--- src/rtl/ram_rd_streamer_if.sv ---
`default_nettype none
// ============================================================================
// ram_rd_streamer_if : command, RAM read-port and stream signals of ram_rd_streamer
// Rev 1.0
// ============================================================================
interface ram_rd_streamer_if #(
  parameter int MEM_DEPTH = 64,
  parameter int MEM_WIDTH = 32,
  parameter int LEN_WIDTH = 16
);
  localparam int c_AW = (MEM_DEPTH > 1) ? $clog2(MEM_DEPTH) : 1;

  logic                 start_i;
  logic [c_AW-1:0]      base_i;
  logic [LEN_WIDTH-1:0] len_i;
  logic                 busy_o;
  logic                 done_o;
  logic                 rd_en_o;
  logic [c_AW-1:0]      rd_addr_o;
  logic [MEM_WIDTH-1:0] rd_data_i;
  logic [MEM_WIDTH-1:0] m_tdata_o;
  logic                 m_tvalid_o;
  logic                 m_tlast_o;
  logic                 m_tready_i;

  modport master (
    input  start_i, base_i, len_i, rd_data_i, m_tready_i,
    output busy_o, done_o, rd_en_o, rd_addr_o, m_tdata_o, m_tvalid_o, m_tlast_o
  );

  modport slave (
    output start_i, base_i, len_i, rd_data_i, m_tready_i,
    input  busy_o, done_o, rd_en_o, rd_addr_o, m_tdata_o, m_tvalid_o, m_tlast_o
  );
endinterface
`default_nettype wire

--- src/rtl/ram_rd_streamer.sv ---
`default_nettype none
// ============================================================================
// ram_rd_streamer : fixed-latency RAM read engine with credit-counted stream FIFO
// Rev 1.0
// ============================================================================
module ram_rd_streamer #(
  parameter int MEM_DEPTH  = 64,
  parameter int MEM_WIDTH  = 32,
  parameter int RD_LATENCY = 5,
  parameter int FIFO_DEPTH = 8,
  parameter int LEN_WIDTH  = 16
) (
  input  logic              clk_i,
  input  logic              rstn_i,
  ram_rd_streamer_if.master bus
);
  localparam int c_AW = (MEM_DEPTH > 1) ? $clog2(MEM_DEPTH) : 1;
  localparam int c_PW = $clog2(FIFO_DEPTH);
  localparam int c_FW = c_PW + 1;
  localparam int c_CW = c_PW + 2;
  localparam logic [c_AW-1:0]      c_LAST_ADDR = c_AW'(MEM_DEPTH - 1);
  localparam logic [c_AW-1:0]      c_ADDR_ONE  = c_AW'(1);
  localparam logic [LEN_WIDTH-1:0] c_LEN_ONE   = LEN_WIDTH'(1);
  localparam logic [c_FW-1:0]      c_PTR_ONE   = c_FW'(1);
  localparam logic [c_FW-1:0]      c_FIFO_FULL = c_FW'(FIFO_DEPTH);
  localparam logic [c_CW-1:0]      c_CREDITS   = c_CW'(FIFO_DEPTH);

  typedef enum logic [1:0] {
    S_IDLE  = 2'd0,
    S_ISSUE = 2'd1,
    S_DRAIN = 2'd2
  } state_t;

  state_t               state_q;
  logic [c_AW-1:0]      addr_q;
  logic [LEN_WIDTH-1:0] issue_cnt_q;
  logic [LEN_WIDTH-1:0] out_cnt_q;
  logic                 done_q;
  logic [RD_LATENCY-1:0] pipe_q;
  logic [RD_LATENCY-1:0] pipe_d;
  logic [MEM_WIDTH-1:0] fifo_q [FIFO_DEPTH];
  logic [c_FW-1:0]      wr_ptr_q;
  logic [c_FW-1:0]      rd_ptr_q;
  logic [c_FW-1:0]      fifo_cnt;
  logic [c_CW-1:0]      inflight;
  logic                 rd_issue;
  logic                 fifo_push;
  logic                 fifo_pop;
  logic                 fifo_empty;
  logic                 last_beat;
  logic                 last_pop;
  logic                 cmd_start;

  always_comb begin
    inflight = '0;
    for (int i = 0; i < RD_LATENCY; i++) begin
      inflight = inflight + c_CW'(pipe_q[i]);
    end
  end

  // A read may only issue if a FIFO slot is guaranteed for its return data.
  assign fifo_cnt   = wr_ptr_q - rd_ptr_q;
  assign fifo_empty = (fifo_cnt == '0);
  assign rd_issue   = (state_q == S_ISSUE) && ((inflight + c_CW'(fifo_cnt)) < c_CREDITS);
  assign fifo_push  = pipe_q[RD_LATENCY-1];
  assign fifo_pop   = !fifo_empty && bus.m_tready_i;
  assign last_beat  = (out_cnt_q == c_LEN_ONE);
  assign last_pop   = (state_q == S_DRAIN) && fifo_pop && last_beat;
  assign cmd_start  = (state_q == S_IDLE) && bus.start_i;

  generate
    if (RD_LATENCY == 1) begin : g_pipe_single
      assign pipe_d = rd_issue;
    end else begin : g_pipe_shift
      assign pipe_d = {pipe_q[RD_LATENCY-2:0], rd_issue};
    end
  endgenerate

  always_ff @(posedge clk_i) begin
    if (!rstn_i) begin
      state_q     <= S_IDLE;
      addr_q      <= '0;
      issue_cnt_q <= '0;
      out_cnt_q   <= '0;
      done_q      <= 1'b0;
    end else begin
      done_q <= 1'b0;
      case (state_q)
        S_IDLE: begin
          if (bus.start_i) begin
            if (bus.len_i == '0) begin
              done_q <= 1'b1;
            end else begin
              state_q     <= S_ISSUE;
              addr_q      <= bus.base_i;
              issue_cnt_q <= bus.len_i;
            end
          end
        end
        S_ISSUE: begin
          if (rd_issue) begin
            addr_q      <= (addr_q == c_LAST_ADDR) ? '0 : addr_q + c_ADDR_ONE;
            issue_cnt_q <= issue_cnt_q - c_LEN_ONE;
            if (issue_cnt_q == c_LEN_ONE) begin
              state_q <= S_DRAIN;
            end
          end
        end
        S_DRAIN: begin
          if (last_pop) begin
            state_q <= S_IDLE;
          end
        end
        default: state_q <= S_IDLE;
      endcase
      if (cmd_start && (bus.len_i != '0)) begin
        out_cnt_q <= bus.len_i;
      end else if (fifo_pop) begin
        out_cnt_q <= out_cnt_q - c_LEN_ONE;
      end
    end
  end

  always_ff @(posedge clk_i) begin
    if (!rstn_i) begin
      pipe_q   <= '0;
      wr_ptr_q <= '0;
      rd_ptr_q <= '0;
    end else begin
      pipe_q <= pipe_d;
      if (fifo_push) begin
        wr_ptr_q <= wr_ptr_q + c_PTR_ONE;
      end
      if (fifo_pop) begin
        rd_ptr_q <= rd_ptr_q + c_PTR_ONE;
      end
    end
  end

  always_ff @(posedge clk_i) begin
    if (fifo_push) begin
      fifo_q[wr_ptr_q[c_PW-1:0]] <= bus.rd_data_i;
    end
  end

`ifndef SYNTHESIS
  always_ff @(posedge clk_i) begin
    if (rstn_i && fifo_push && !fifo_pop) begin
      assert (fifo_cnt < c_FIFO_FULL)
        else $error("ram_rd_streamer: output FIFO overflow");
    end
  end
`endif

  assign bus.busy_o     = (state_q != S_IDLE);
  assign bus.done_o     = done_q || last_pop;
  assign bus.rd_en_o    = rd_issue;
  assign bus.rd_addr_o  = addr_q;
  assign bus.m_tvalid_o = !fifo_empty;
  assign bus.m_tdata_o  = fifo_empty ? '0 : fifo_q[rd_ptr_q[c_PW-1:0]];
  assign bus.m_tlast_o  = !fifo_empty && last_beat;

endmodule
`default_nettype wire

--- src/flat_wrapper.sv ---
// flat-port wrapper written by rule: the top's interface ports become plain ports
module ram_rd_streamer_flat 
#(
  parameter int MEM_DEPTH  = 64,
  parameter int MEM_WIDTH  = 32,
  parameter int RD_LATENCY = 5,
  parameter int FIFO_DEPTH = 8,
  parameter int LEN_WIDTH  = 16
)
  (clk_i, rstn_i, bus_start_i, bus_base_i, bus_len_i, bus_rd_data_i, bus_m_tready_i, bus_busy_o, bus_done_o, bus_rd_en_o, bus_rd_addr_o, bus_m_tdata_o, bus_m_tvalid_o, bus_m_tlast_o);
  ram_rd_streamer_if #(.MEM_DEPTH(MEM_DEPTH), .MEM_WIDTH(MEM_WIDTH), .LEN_WIDTH(LEN_WIDTH)) bus_i ();
  input  logic clk_i;
  input  logic rstn_i;
  input wire logic [$bits(bus_i.start_i)-1:0] bus_start_i;
  input wire logic [$bits(bus_i.base_i)-1:0] bus_base_i;
  input wire logic [$bits(bus_i.len_i)-1:0] bus_len_i;
  input wire logic [$bits(bus_i.rd_data_i)-1:0] bus_rd_data_i;
  input wire logic [$bits(bus_i.m_tready_i)-1:0] bus_m_tready_i;
  output wire logic [$bits(bus_i.busy_o)-1:0] bus_busy_o;
  output wire logic [$bits(bus_i.done_o)-1:0] bus_done_o;
  output wire logic [$bits(bus_i.rd_en_o)-1:0] bus_rd_en_o;
  output wire logic [$bits(bus_i.rd_addr_o)-1:0] bus_rd_addr_o;
  output wire logic [$bits(bus_i.m_tdata_o)-1:0] bus_m_tdata_o;
  output wire logic [$bits(bus_i.m_tvalid_o)-1:0] bus_m_tvalid_o;
  output wire logic [$bits(bus_i.m_tlast_o)-1:0] bus_m_tlast_o;
  assign bus_i.start_i = bus_start_i;
  assign bus_i.base_i = bus_base_i;
  assign bus_i.len_i = bus_len_i;
  assign bus_i.rd_data_i = bus_rd_data_i;
  assign bus_i.m_tready_i = bus_m_tready_i;
  assign bus_busy_o = bus_i.busy_o;
  assign bus_done_o = bus_i.done_o;
  assign bus_rd_en_o = bus_i.rd_en_o;
  assign bus_rd_addr_o = bus_i.rd_addr_o;
  assign bus_m_tdata_o = bus_i.m_tdata_o;
  assign bus_m_tvalid_o = bus_i.m_tvalid_o;
  assign bus_m_tlast_o = bus_i.m_tlast_o;
  ram_rd_streamer #(.MEM_DEPTH(MEM_DEPTH), .MEM_WIDTH(MEM_WIDTH), .RD_LATENCY(RD_LATENCY), .FIFO_DEPTH(FIFO_DEPTH), .LEN_WIDTH(LEN_WIDTH)) u_core (.clk_i(clk_i), .rstn_i(rstn_i), .bus(bus_i));
endmodule
--- config.mk ---
export PLATFORM = sky130hd
export DESIGN_NAME = ram_rd_streamer_flat
export DESIGN_NICKNAME = d
export VERILOG_FILES = /design/src/rtl/ram_rd_streamer_if.sv /design/src/rtl/ram_rd_streamer.sv /design/src/flat_wrapper.sv
export SDC_FILE = /design/constraint.sdc
export NUM_CORES = 1
export LEC_CHECK = 0
export CAP_MARGIN = 20
export CORE_ASPECT_RATIO = 0.7
export CORE_UTILIZATION = 58
export CTS_CLUSTER_DIAMETER = 40
export DETAILED_ROUTE_END_ITERATION = 8
export PLACE_DENSITY = 0.78
export SYNTH_ARGS = -nofsm -noshare
export SYNTH_HDL_FRONTEND = slang
export SYNTH_SLANG_ARGS = --single-unit
--- constraint.sdc ---
create_clock -name clk_i -period 3.75 [get_ports clk_i]
set_input_delay 0.375 -clock clk_i [delete_from_list [all_inputs] [get_ports clk_i]]
set_output_delay 0.375 -clock clk_i [all_outputs]
set_load 0.01 [all_outputs]
==> qor.yml, run 1 <==
slew_viol_final: 0
fmax_mhz: 276
dr.pass1.iters: 5
maxCapViolations: 0
leakage_nw: 5.10
worst-setup-path-type: "reg2out"
power_switching_mw: 3.05
first_iter_violations: 764
place_area_um2: 14600
drc: 0
setup_tns_ns: 0
die_y_um: 128
tightestPinTransition_ns: 1.08
vdd_drop_max_v: 0.000399
maxSlewHeadroom: 0.280
combPwrFrac: 0.321
cts_root_buffer: "clkbuf_16"
io_pins: 101
ys_ff_latch: 313
synthesis.area_um2: 13100
drt_wl_total_mm: 30.0
final_common_cell: "edfxtp_1"
clock_latency_ns: 0.54
cp.required_ns: 3.38
power_frac_clock: 0.289
cp_slowest_cell: "clkdlybuf4s50_1"
avgSynthCellArea_um2: 15.7
numCtsBuffers: 30
clk_path_buf_depth: 3
final_cell_mix: "edfxtp_1, clkdlybuf4s50_1, nor2_1, mux4_2, dfxtp_1"
drive_gt1_frac: 0.185
syn_nets: 913
finalSetupViolations: 0
num_rows: 45
synth_top_cells_by_area: "edfxtp_1, mux4_2, dfxtp_1"
port-buffer-count: 100
gp_congestion: 0.900
worstPathMaxFanout: 5
grt_max_degree: 48
antenna_cells: 0
endpoint_kind: "output port"
layout_setup_ws_ns: 0.121
arrival_ns: 3.25
via_count: 8037
grt-ovfl-total: 0
num-nets-final: 1036
grt_pass1_wl_mm: 46.0
grt_use_total: 0.265
core_area_um2: 21900
antenna_found_initial: 0
initial_utilization: 0.599
grt_pass1_vias: 7850
swShare: 0.295
detail-route-antenna-nets: 0
ctsHoldBuffers: 0
powerDensity_nw_per_um2: 657
intPower_mw: 7.27
die_area_um2: 23200
vias_per_cell: 6.34
area_growth_syn_to_layout_pct: 19.7
crit_chain: "inv_1 > ha_1 > fa_1 > xnor2_1 > or2_2 > o31ai_2 > nor3_1 > a21o_1 > clkdlybuf4s50_1"
rsz0062_at_grt: "true"
stdcell_area_um2: 15700
hold_path_class: "in2reg"
fin_crit_sh: 0.968
die_w_um: 182
yosys_warnings: 0
clk_pin_slew_ns: 0.06
dp_slack_ns: 0.0886
synth_cell_types: 62
final_core_util: 0.717
h-tree-depth: 1
path_delay_family: "adder cells"
synth_top_area_cell: "edfxtp_1"
cts_tree: "built"
rrSetupSlack_ns: 0.46
critPathMaxStageDelay_ns: 0.48
cp_num_buf_inv: 2
hpwlAfterDp_mm: 17.9
synthCells: 838
skew_ns: 0.0103
fin_crit_ns: 3.63
ys.flop_type: "edfxtp_1"
synth_top_area_share: 0.586
cts_sinks: 313
wl_per_cell_um: 23.7
status: "finished clean"
synth-seq-area-share: 0.673
start_kind: "flip-flop"
async_reset_ff_frac: 0
finalHoldViolations: 0
synth_edf_count: 256
seqPwrFrac: 0.391
-- final timing paths --
| path | start | depth (start not counted) | to |
|---|---|---|---|
| setup / recovery | u_core.wr_ptr_q[0] | 9 | bus_done_o |
| hold / removal | bus_start_i | 3 | u_core.done_q |
| setup reg to reg | u_core.wr_ptr_q[0] | 13 | u_core.bus.rd_addr_o[3] |
| hold reg to reg | u_core.pipe_q[0] | 1 | u_core.pipe_q[1] |
-- sequential cells by signal, indices dropped and copies added, names as in the netlist, named ones only --
name                  count
u_core.pipe_q             5
u_core.bus.rd_addr_o      6
u_core.state_q            2
u_core.done_q             1
u_core.out_cnt_q         16
u_core.issue_cnt_q       16
u_core.fifo_q           256
u_core.rd_ptr_q           4
u_core.wr_ptr_q           4
-- power groups by stage --
stage                     Combinational, mW  Sequential, mW  Clock, mW
after floorplan                        1.82            3.99          0
after global placement                 2.86            4.09          0
after detailed placement               2.92            4.10          0
after CTS                              3.30            4.03       3.01
after global routing                   3.54            4.05       3.15
final                                  3.31            4.03       2.98
-- synthesized netlist by cell type (3+ instances only) --
master,n
nor3b_1,3
nand3_1,12
a31oi_1,6
o32ai_1,3
xnor2_1,8
nor3_1,16
inv_1,18
o31ai_1,11
nand2_1,43
a211oi_1,4
edfxtp_1,256
nor4_1,10
mux2i_1,34
mux4_2,64
xor2_1,3
a32o_1,12
and2_1,7
o21ai_0,31
a21oi_1,32
o22ai_1,8
buf_1,5
a21o_1,3
or2_2,3
a311oi_1,3
nor2_1,70
nand4_1,3
clkbuf_1,31
or4_1,5
or3_1,6
buf_2,9
a22oi_1,5
dfxtp_1,57
and4_1,3
nand2b_1,4
ha_1,15
-- cell families (layout without fill, tap and decap cells) --
| kind of cell | Yosys count | count (layout) | synth area share |
|---|---|---|---|
| AO/OA/AOI/OAI | 133 | 134 | 0.0690 |
| XOR/XNOR | 12 | 12 | 0.00858 |
| adder cells (fa/ha/maj) | 17 | 17 | 0.0174 |
| buffers and inverters | 67 | 213 | 0.0221 |
| flip-flops | 313 | 313 | 0.673 |
| multiplexers | 98 | 98 | 0.136 |
| AND/OR/NAND/NOR | 198 | 198 | 0.0742 |
-- tightest hold or removal path, cell delays in order --
cell             delay, ns
clkdlybuf4s50_1       0.39
inv_1                 0.07
nor4_1                0.05
-- metrics by stage --
stage               std cells  hold WS [ns]  total power, mW
finish                   1267         0.400             10.3
global route             1267         0.415             10.7
CTS                      1267         0.381             10.3
detailed placement       1202         0.463             7.02
global placement         1201         0.453             6.95
floorplan                 838         0.430             5.81
-- layer usage --
| metal | up-vias | global-route usage | share of wire |
|---|---|---|---|
| met2 | 351 | 0.403 | 0.45 |
| met4 | 0 | 0.0648 | 0.022 |
| met5 | - | 0 | 0 |
| met3 | 49 | 0.0460 | 0.075 |
| met1 | 4064 | 0.403 | 0.45 |
| li1 | 3573 | - | - |
-- timing repair --
action	4_1_cts	5_1_grt
resized for setup	8	3
gates cloned	1	0
pin swaps	1	2
endpoints found under the setup margin	35	21
buffers inserted	8	0
-- area by class of cell --
cell class                 instances  area, µm²
clock buffer                      40        830
clock inverter                    16        149
multi-input combinational        459       4100
tap                              282        353
timing repair buffer             138       1360
fill                            1342       6190
inverter                          19       76.3
sequential                       313       8840
(Power assumes the default switching activity.)
==> run 2: changes to the inputs <==
CORE_ASPECT_RATIO = 0.8   (was 0.7)
CORE_MARGIN = 10   (was unset)
==> run 2 against run 1 <==
  * Combinational power decreased by 9.1%
  * Register-to-register slack about the same
  * Fmax decreased by 0.74%
  * Via count decreased by 1.7%
  * Largest power group unchanged
==> qor.yml, run 2 (synthesis gave the netlist of run 1 again) <==
die_w_um: 188  # +3.5%
ctsHoldBuffers: 0  # unchanged
clock_latency_ns: 0.52  # -0.02 ns
finalSetupViolations: 0  # unchanged
num-nets-final: 1029  # -0.68%
core_area_um2: 22400  # +2.2%
num_rows: 49  # +8.9%
leakage_nw: 5.11  # +0.21%
stdcell_count: 1284  # +1.3%
fin_crit_ns: 3.66  # +0.0269 ns
place_inst: 1222  # +1.7%
worstPathMaxFanout: 4  # -1
place_area_um2: 14600  # +0.19%
combPwrFrac: 0.292  # -0.029
cp_num_buf_inv: 4  # +2
multiInputGateArea_um2: 4080  # -0.61%
via_count: 7903  # -1.7%
detail-route-antenna-nets: 0  # unchanged
skew_ns: 0.0201  # +0.00979 ns
r2r_start: "u_core.wr_ptr_q[0]"
critPathMaxStageDelay_ns: 0.51  # +0.03 ns
final_cell_mix: "edfxtp_1, clkdlybuf4s50_1, nor2_1, mux4_2, dfxtp_1"
drt_wl_total_mm: 28.4  # -5.3%
cts_tree: "built"
initial_utilization: 0.586  # -0.0127
arrival_ns: 3.28  # +0.03 ns
grt_pass1_wl_mm: 45.4  # -1.2%
drive_gt1_frac: 0.179  # -0.00547
grt_pass1_vias: 7926  # +0.97%
rr_worst_depth: 13  # unchanged
crit_end: "bus_rd_en_o"
first_iter_violations: 825  # +8.0%
cp.required_ns: 3.38  # about the same
swShare: 0.293  # -0.00260
slew_viol_final: 0  # unchanged
numCtsBuffers: 36  # +20%
intPower_mw: 7.32  # +0.60%
port-buffer-count: 100  # unchanged
tightestPinTransition_ns: 1.01  # -0.0663 ns
cp_num_cells: 11  # +2
grt_max_degree: 65  # +35%
startpoint: "u_core.wr_ptr_q[0]"
finalHoldViolations: 0  # unchanged
rrSetupSlack_ns: 0.45  # about the same
final_core_util: 0.705  # -0.0120
io_pins: 101  # unchanged
vdd_drop_max_v: 0.000498  # +25%
seqPwrFrac: 0.383  # -0.008
path_delay_family: "adder cells"
cp_slowest_cell: "fa_1"
grt_use_total: 0.197  # -0.0678
status: "finished clean"
antenna_found_initial: 1  # +1
area_growth_syn_to_layout_pct: 20.3
maxSlewHeadroom: 0.325  # +0.0442
worst-setup-path-type: "reg2out"
start_kind: "flip-flop"
final_common_cell: "edfxtp_1"
die_area_um2: 29100  # +25%
clk_path_buf_depth: 3  # unchanged
stdcell_area_um2: 15800  # +0.46%
maxCapViolations: 0  # unchanged
die_y_um: 155  # +21%
endpoint_kind: "output port"
largest_reg_flops: 256  # unchanged
power_frac_clock: 0.325  # +0.036
powerDensity_nw_per_um2: 655  # -0.23%
power_switching_mw: 3.03  # -0.65%
wl_per_cell_um: 22.1  # -6.5%
h-tree-depth: 2  # +1
clk_pin_slew_ns: 0.06  # about the same
grt-ovfl-total: 0  # unchanged
hpwlAfterDp_mm: 17.2  # -3.8%
vias_per_cell: 6.15  # -3.0%
regArea_um2: 8840  # unchanged
drc: 0  # unchanged
path_common_cell: "ha_1"
cts_sinks: 313  # unchanged
fmax_mhz: 274  # -0.74%
gp_congestion: 0.880  # -2.2%
crit_chain: "inv_1 > ha_1 > fa_1 > inv_1 > ha_1 > ha_1 > a21oi_2 > o21ai_2 > or4_4 > clkinv_4 > dlygate4sd2_1"
dr.pass1.iters: 6  # +1
cts_root_buffer: "clkbuf_16"
nFillCells: 1424  # +6.1%
hold_path_class: "in2reg"
fin_crit_sh: 0.975  # +0.00717
r2r-end: "u_core.issue_cnt_q[14]"
## run 2: final cells by class
cell class | count | share of cell area
Antenna cell | 2 | 0.000317
Clock buffer | 38 | 0.0589
Clock inverter | 22 | 0.0135
Inverter | 19 | 0.00484
Multi-Input combinational cell | 458 | 0.258
Sequential cell | 313 | 0.560
Tap cell | 306 | 0.0243
Timing Repair Buffer | 126 | 0.0798
## run 2: what timing repair did
item	in CTS	in global routing
pin swaps	0	0
buffers inserted	0	0
setup endpoints to repair	1	2
gates resized for setup	3	3
## run 2: layer usage
layer	part of all wire	vias up	global-route usage
li1	-	3558	-
met1	0.43	4004	0.276
met2	0.47	297	0.306
met3	0.073	44	0.0431
met4	0.021	0	0.0574
met5	0	-	0
## run 2: stage by stage
stage	setup TNS, ns	hold WS, ns	power, mW	setup slack [ns]
after global routing	-0.0213	0.431	10.8	-0.0213
final	0	0.432	10.3	0.0942
after CTS	0	0.418	10.4	0.0593
after global placement	0	0.444	7.01	0.242
after floorplan	0	0.430	5.81	0.553
after detailed placement	0	0.456	7.04	0.197
## run 2: worst min-delay path by stage
| stage | slack [ns] | end | startpoint | cells after the start |
|---|---|---|---|---|
| after floorplan | 0.43 | u_core.pipe_q[3] | u_core.pipe_q[2] | 1 |
| after global placement | 0.44 | u_core.pipe_q[2] | u_core.pipe_q[1] | 1 |
| after detailed placement | 0.46 | u_core.issue_cnt_q[10] | u_core.issue_cnt_q[10] | 2 |
| after CTS | 0.42 | u_core.done_q | bus_start_i | 3 |
| after global routing | 0.43 | u_core.done_q | bus_start_i | 3 |
| final | 0.43 | u_core.done_q | bus_start_i | 3 |
## run 2: worst register-to-register path, cell delays in order, from the launching register on
cell,delay (ns)
dfxtp_2,0.34
inv_1,0.05
ha_1,0.21
fa_1,0.51
inv_1,0.05
ha_1,0.18
ha_1,0.33
a21oi_2,0.18
o21ai_2,0.10
or4_4,0.47
clkinv_4,0.07
buf_4,0.22
nor2_1,0.14
o32ai_1,0.34
## run 2: power by group through the flow
stage	combinational, mW	clock (mW)	sequential [mW]
2_1_floorplan	1.82	0	3.99
3_3_place_gp	2.98	0	4.03
3_5_place_dp	3.01	0	4.03
4_1_cts	3.04	3.41	3.96
5_1_grt	3.28	3.57	3.97
6_report	3.01	3.37	3.96
